File: src/rtl/fifo_ctrl.sv
// fifo_ctrl: pointer/flag controller for a first-word-fall-through synchronous FIFO
module fifo_ctrl #(
    parameter int FIFO_DEPTH = 8,
    parameter int AW         = $clog2(FIFO_DEPTH),
    parameter int AF_LEVEL   = FIFO_DEPTH - 1,
    parameter int AE_LEVEL   = 1
) (
    input  logic          i_clk,
    input  logic          i_rst_n,
    input  logic          i_push,
    input  logic          i_pop,
    output logic          o_wen,
    output logic [AW-1:0] o_waddr,
    output logic [AW-1:0] o_raddr,
    output logic          o_full,
    output logic          o_empty,
    output logic          o_almost_full,
    output logic          o_almost_empty,
    output logic [AW:0]   o_count,
    output logic          o_overflow,
    output logic          o_underflow
);
    localparam logic [AW:0] AF = (AW+1)'(AF_LEVEL);
    localparam logic [AW:0] AE = (AW+1)'(AE_LEVEL);
    logic [AW:0] wptr, rptr;
    logic        push_ok, pop_ok;
    assign o_empty        = wptr == rptr;
    assign o_full         = (wptr[AW] != rptr[AW]) && (wptr[AW-1:0] == rptr[AW-1:0]);
    assign o_count        = wptr - rptr;
    assign o_almost_full  = o_count >= AF;
    assign o_almost_empty = o_count <= AE;
    assign o_waddr        = wptr[AW-1:0];
    assign o_raddr        = rptr[AW-1:0];
    assign pop_ok         = i_pop & ~o_empty;
    assign push_ok        = i_push & (~o_full | pop_ok);
    assign o_wen          = push_ok;
    always_ff @(posedge i_clk or negedge i_rst_n) begin
        if (!i_rst_n) begin
            wptr        <= '0;
            rptr        <= '0;
            o_overflow  <= 1'b0;
            o_underflow <= 1'b0;
        end else begin
            wptr        <= wptr + (AW+1)'(push_ok);
            rptr        <= rptr + (AW+1)'(pop_ok);
            o_overflow  <= i_push & ~push_ok;
            o_underflow <= i_pop & ~pop_ok;
        end
    end
endmodule

File: config.mk
export PLATFORM = sky130hd
export DESIGN_NAME = fifo_ctrl
export DESIGN_NICKNAME = d
export VERILOG_FILES = /design/src/rtl/fifo_ctrl.sv
export SDC_FILE = /design/constraint.sdc
export NUM_CORES = 1
export LEC_CHECK = 0
export CELL_PAD_IN_SITES_DETAIL_PLACEMENT = 2
export CELL_PAD_IN_SITES_GLOBAL_PLACEMENT = 2
export CORE_MARGIN = 1
export CORE_UTILIZATION = 26
export DETAILED_ROUTE_END_ITERATION = 12
export GPL_ROUTABILITY_DRIVEN = 0
export GPL_TIMING_DRIVEN = 0
export PLACE_DENSITY_LB_ADDON = 0.1
export SETUP_SLACK_MARGIN = 0.15
export SKIP_CTS_REPAIR_TIMING = 1
export SYNTH_ARGS = -nofsm -noshare
export SYNTH_HDL_FRONTEND = slang
export SYNTH_SLANG_ARGS = --single-unit
File: constraint.sdc
create_clock -name i_clk -period 2.55 [get_ports i_clk]
set_clock_uncertainty 0.1 [all_clocks]
set_input_delay 0.51 -clock i_clk [delete_from_list [all_inputs] [get_ports i_clk]]
set_output_delay 0.51 -clock i_clk [all_outputs]
set_load 0.02 [all_outputs]
==> results of run 1 <==
[cell type report]
type,instances,area [um2],area share [%]
timing repair buffer,26,255,26.1
sequential,10,254,26.0
inverter,7,26.3,2.69
clock buffer,4,36.3,3.71
tap,28,35.0,3.58
buffer,6,45.0,4.60
multi-input combinational,31,327,33.4
[cells in the mapped netlist (all sizes together)]
cell type / n / area share, %
inv: 7 / 4.4
nor2b: 3 / 3.1
xnor2: 2 / 2.9
fa: 1 / 3.3
o32ai: 1 / 1.5
xor2: 4 / 7.1
nor2: 2 / 1.3
nand3b: 1 / 1.3
nand3: 3 / 2.5
a21oi: 2 / 1.7
and3: 1 / 1.0
nor3b: 1 / 2.1
ha: 7 / 15
buf: 6 / 7.5
o211a: 1 / 1.7
and2: 2 / 2.1
dfrtp: 10 / 42
[placed cells by master (no fill, tap or decap)]
cell / count
xor2_2: 2
nand3_2: 1
and3_4: 1
dfrtp_1: 7
ha_1: 5
nand3_1: 2
clkdlybuf4s50_1: 12
clkbuf_4: 3
a21oi_2: 2
o32ai_2: 1
o211a_1: 1
buf_4: 14
xnor2_1: 2
nor2b_1: 3
and2_1: 2
dfrtp_2: 3
nor2_1: 2
ha_2: 1
fa_2: 1
nor3b_2: 1
inv_1: 7
ha_4: 1
nand3b_1: 1
clkbuf_8: 1
xor2_1: 2
dlymetal6s2s_1: 6
[final timing paths]
check                                  start  depth (start not counted)                end  slack, ns
min in group asynchronous            i_rst_n                          1  rptr[0]$_DFF_PN0_       0.45
max reg2reg                rptr[2]$_DFF_PN0_                          8  wptr[2]$_DFF_PN0_       0.56
max                        wptr[0]$_DFF_PN0_                          5      o_almost_full       0.13
min reg2reg                wptr[2]$_DFF_PN0_                          1  wptr[2]$_DFF_PN0_       0.43
max in group asynchronous            i_rst_n                          1  wptr[2]$_DFF_PN0_       1.57
min                        wptr[2]$_DFF_PN0_                          1  wptr[2]$_DFF_PN0_       0.43
[routing by layer]
metal	vias up	GRT usage, %	routed length [um]
li1	230	-	-
met1	235	14.1	611
met2	13	17.3	762
met4	0	7.14	25
met5	-	0	0
met3	5	5.56	67
[sequential cells by signal, indices dropped and copies added (netlist names)]
name	cells
o_overflow	1
rptr	4
wptr	4
o_underflow	1
[stage by stage]
| stage | TNS (ns) | hold WS (ns) | setup slack (ns) |
|---|---|---|---|
| after CTS | -2.09 | 0.438 | -0.465 |
| after global routing | 0 | 0.444 | 0.0552 |
| after floorplan | 0 | 0.114 | 0.234 |
| after detailed placement | -0.238 | 0.423 | -0.144 |
| final | 0 | 0.425 | 0.127 |
| after global placement | -0.239 | 0.412 | -0.138 |
[cells by family (layout without fill, tap and decap cells)]
kind of cell	Yosys count	in the layout
compound gates	4	4
xor+xnor	6	6
fa+ha+maj	8	8
buf+inv	13	43
flops	10	10
simple gates	13	13
==> impl_summary.log, run 1 <==
INFO  metric synthXorXnorAreaFrac = 10.0%
INFO  metric synth_compound_gate_area_share = 4.81%
INFO  metric nFillCells = 225
INFO  metric antenna_cell_count = 0
INFO  metric req_time_crit_path = 1.94 ns
INFO  metric nets = 97
INFO  metric timing.critical_path.arrival = 1.81 ns
INFO  metric final_core_util = 44.7%
INFO  metric post_synthesis_share_of_cell_area_spent_on_and_or_nand_and_nor_gates = 13.4%
INFO  metric ys.warnings.count = 0
INFO  metric period_share = 95.0%
INFO  metric worstMarginPinSlew = 0.450 ns
INFO  metric synth_sequential_area_ratio = 41.8%
INFO  metric highest_achievable_clock_rate = 413 MHz
INFO  metric syn_to_final_growth = 63.6%
INFO  metric syn_avg_cell_area = 11.1 um2
INFO  metric worst_setup_path_end_kind = output port
INFO  metric die-area = 0.00250 mm2
INFO  metric route.vias.total = 483
INFO  metric routed_vias_inst = 4.31
INFO  metric detailed_place_hpwl = 1050 um
INFO  metric core-area = 0.00219 mm2
INFO  metric finalHoldViolations = 0
INFO  metric finalSetupViolations = 0
INFO  metric width_of_the_die = 50.0 um
INFO  metric grt_util_all_layers = 11.9%
INFO  metric placedInstanceArea = 833 um2
INFO  metric synthesized_net_count = 66
INFO  metric fp-row-count = 17
INFO  metric max_stage_delay = 0.46 ns
INFO  metric max-clock-path-buffers = 2
INFO  metric drt-initial-drc-count = 0
INFO  metric layout-drive-gt1-share = 38.1%
INFO  metric boundaryPins = 21
INFO  metric timing.max_slew.rel_slack = 69.9%
INFO  metric number_of_nets_with_antenna_violations_after_detailed_routing = 0
INFO  metric min_path_type = flip-flop to flip-flop
INFO  metric routed_wl = 1470 um
INFO  metric timing_worst_setup_path_type = flip-flop to output port
INFO  metric main_combinational_cell_family_by_area_after_synthesis = adder cells
INFO  metric kind_of_launch_point_of_the_worst_setup_path = flip-flop
INFO  metric clock_buffer_count_from_cts = 3
INFO  metric final_cell_count_no_fill = 112
INFO  metric start_util = 27.3%
INFO  metric grt-ovfl-total = 0
INFO  metric clk_pin_slew = 0.07 ns
INFO  metric critical-path-top-delay-family = adder cells
INFO  metric clock_sinks = 10
INFO  metric grt_max_degree = 11
INFO  metric run_status = finished, final reports clean
INFO  metric slew_viol_final = 0
INFO  metric final_area = 978 um2
INFO  metric finalWorstPathRequiredPeriod = 2.42 ns
INFO  metric h-tree-depth = 1
INFO  metric grt_setup_unrepaired = true
INFO  metric critical_path.slowest_cell = fa_2
INFO  metric drt-wirelength-per-cell = 13.1 um
INFO  metric worstPathBufferInverterCount = 2
INFO  metric drtPass1Iterations = 1
INFO  metric io_buffer_count = 20
INFO  metric clock_tree_from_tritoncts = yes
INFO  metric ctsRootBufferMaster = clkbuf_4
INFO  metric worstSkewPairLatency = 0.27 ns
INFO  metric path_cells = inv_1 -> ha_2 -> fa_2 -> o32ai_2 -> buf_4
INFO  metric gate_count_after_technology_mapping = 54
INFO  metric adder_cell_fraction_of_synth_area = 18.0%
INFO  metric grt_antenna_before_repair = 0
INFO  metric ys_types = 18
INFO  metric grt_pass1_vias = 450
INFO  metric floorplan.die.height = 50.0 um
INFO  metric detail_route.drc_violations = 0
INFO  metric post_synth_instance_area = 598 um2
INFO  metric global_route_wire_length_before_repair = 2060 um
INFO  metric maximum_fanout_along_the_worst_path = 3
INFO  metric yosys_register_bits = 10
INFO  metric synth.mux.area_fraction = 0%
INFO  metric post-place-cells = 102
INFO  metric drv.max_cap_violation_count = 0
Power of run 1 is not shown: default switching activity piles up to over one toggle a cycle in this logic, so the estimate is an artifact.
==> run 2: changes to the inputs <==
--- a/config.mk
+++ b/config.mk
@@ -12,7 +12,7 @@
 export DETAILED_ROUTE_END_ITERATION = 12
 export GPL_ROUTABILITY_DRIVEN = 0
 export GPL_TIMING_DRIVEN = 0
-export PLACE_DENSITY_LB_ADDON = 0.1
+export PLACE_DENSITY = 0.76
 export SETUP_SLACK_MARGIN = 0.15
 export SKIP_CTS_REPAIR_TIMING = 1
 export SYNTH_ARGS = -nofsm -noshare
==> run 2 against run 1 <==
Via count fell by 1.2%. Wire length fell by 4.3%. Maximum frequency up 0.75%. Global-route usage grew 1.3 points. Design area decreased by 1.8%. Register-to-register slack about the same. Sequential share of layout area increased by 0.34 points. Highest routed layer is now met3. Critical endpoint unchanged. Critical path type unchanged. Utilization down 0.80 points.
==> impl_summary.log, run 2 (synthesis results as in run 1) <==
INFO  metric timing.hold.worst_endpoint = wptr[3]$_DFF_PN0_
INFO  metric drt-wirelength-per-cell = 12.8 um
INFO  metric grt_antenna_before_repair = 0
INFO  metric crit-reg2reg-launch = rptr[0]$_DFF_PN0_
INFO  metric drv.max_cap_violation_count = 0
INFO  metric min_path_type = flip-flop to flip-flop
INFO  metric nets = 95
INFO  metric max-clock-path-buffers = 2
INFO  metric rrSetupSlack = 0.57 ns
INFO  metric highest_achievable_clock_rate = 416 MHz
INFO  metric layout_commonest_cell = clkdlybuf4s50_1
INFO  metric grt-ovfl-total = 0
INFO  metric most-common-layout-cells = clkdlybuf4s50_1, buf_4, dfrtp_1
INFO  metric clock_buffer_count_from_cts = 3
INFO  metric post-place-cells = 102
INFO  metric routed_wl = 1410 um
INFO  metric slew_viol_final = 0
INFO  metric worst_setup_path_end_kind = output port
INFO  metric global_route_wire_length_before_repair = 2370 um
INFO  metric route.vias.total = 477
INFO  metric boundaryPins = 21
INFO  metric floorplan.die.height = 50.0 um
INFO  metric grt_pass1_vias = 496
INFO  metric req_time_crit_path = 1.94 ns
INFO  metric timing.hold.worst_path_depth = 1
INFO  metric start_util = 27.3%
INFO  metric h-tree-depth = 1
INFO  metric die-area = 0.00250 mm2
INFO  metric clk_pin_slew = 0.07 ns
INFO  metric max_stage_delay = 0.41 ns
INFO  metric io_buffer_count = 20
INFO  metric routed_vias_inst = 4.34
INFO  metric path_cells = ha_2 -> fa_2 -> xor2_2 -> o32ai_2 -> buf_4
INFO  metric core-area = 0.00219 mm2
INFO  metric worstHoldStart = wptr[3]$_DFF_PN0_
INFO  metric fp-row-count = 17
INFO  metric nFillCells = 233
INFO  metric finalSetupViolations = 0
INFO  metric grt_util_all_layers = 13.2%
INFO  metric timing.max_slew.rel_slack = 67.5%
INFO  metric number_of_nets_with_antenna_violations_after_detailed_routing = 0
INFO  metric detail_route.drc_violations = 0
INFO  metric period_share = 94.3%
INFO  metric drt-initial-drc-count = 1
INFO  metric final_cell_count_no_fill = 110
INFO  metric worstMarginPinSlew = 0.486 ns
INFO  metric detailed_place_hpwl = 1120 um
INFO  metric layout-drive-gt1-share = 35.4%
INFO  metric critical_path.reg2reg.endpoint = wptr[2]$_DFF_PN0_
INFO  metric antenna_cell_count = 0
INFO  metric finalWorstPathRequiredPeriod = 2.41 ns
INFO  metric clock_tree_from_tritoncts = yes
INFO  metric run_status = finished, final reports clean
INFO  metric kind_of_launch_point_of_the_worst_setup_path = flip-flop
INFO  metric syn_to_final_growth = 60.7%
INFO  metric grt_setup_unrepaired = true
INFO  metric worstSkewPairLatency = 0.26 ns
INFO  metric finalHoldViolations = 0
INFO  metric timing.critical_path.arrival = 1.80 ns
INFO  metric timing_worst_setup_path_type = flip-flop to output port
INFO  metric worstRegToRegCells = 7
INFO  metric critical_path.slowest_cell = dfrtp_1
INFO  metric maximum_fanout_along_the_worst_path = 3
INFO  metric ctsRootBufferMaster = clkbuf_4
INFO  metric clock_sinks = 10
INFO  metric grt_max_degree = 11
INFO  metric drtPass1Iterations = 2
INFO  metric top_regs = rptr: 4 flops, wptr: 4 flops
INFO  metric width_of_the_die = 50.0 um
-- run 2: cell count changes in the layout (fill, tap and decap cells not counted), sizes merged --
cell / delta
buf: -2
-- run 2: critical path: cells and delay by family (launching register included) --
family                     cells  cell delay [ns]
xor gates and xnor gates       1             0.20
AOI/OAI and AO/OA              1             0.20
buffers and inverters          1             0.18
adders and majority gates      2             0.55
DFF                            1             0.41
-- run 2: worst max-delay path by stage --
| stage | start | cells after the start | end | slack [ns] |
|---|---|---|---|---|
| 2_1_floorplan | wptr[0]$_DFF_PN0_ | 5 | o_almost_full | 0.23 |
| 3_3_place_gp | wptr[0]$_DFF_PN0_ | 6 | o_almost_full | -0.12 |
| 3_5_place_dp | wptr[0]$_DFF_PN0_ | 6 | o_almost_full | -0.14 |
| 4_1_cts | wptr[0]$_DFF_PN0_ | 6 | o_almost_full | -0.44 |
| 5_1_grt | rptr[0]$_DFF_PN0_ | 5 | o_almost_full | 0.06 |
| 6_report | rptr[0]$_DFF_PN0_ | 5 | o_almost_full | 0.14 |
-- run 2: area by class of cell --
cell class | count | area (um2) | area share (%)
repair buffers | 24 | 244 | 25.4
clock buffers | 4 | 36.3 | 3.78
plain buffers | 6 | 45.0 | 4.69
flip-flops and latches | 10 | 253 | 26.3
multi-input cells | 31 | 322 | 33.5
inverters | 7 | 26.3 | 2.73
well taps | 28 | 35.0 | 3.65
-- run 2: through the flow --
step | TNS (ns) | instance area, um2 | hold slack, ns | utilization (%) | setup slack [ns]
floorplan | 0 | 598 | 0.114 | - | 0.234
CTS | -1.90 | 870 | 0.432 | 39.7 | -0.440
detailed placement | -0.252 | 833 | 0.416 | 38.0 | -0.139
finish | 0 | 961 | 0.427 | 43.9 | 0.145
global route | 0 | 961 | 0.457 | 43.9 | 0.0591
global placement | -0.193 | 833 | 0.410 | 38.0 | -0.118
-- run 2: per-layer routing --
metal	track usage (%)	vias to the layer above	wire [um]
met1	15.1	234	567
met3	3.40	0	69
met5	0	-	0
li1	-	226	-
met4	5.71	0	0
met2	22.7	17	767
Power of run 2 is left out for the same reason.
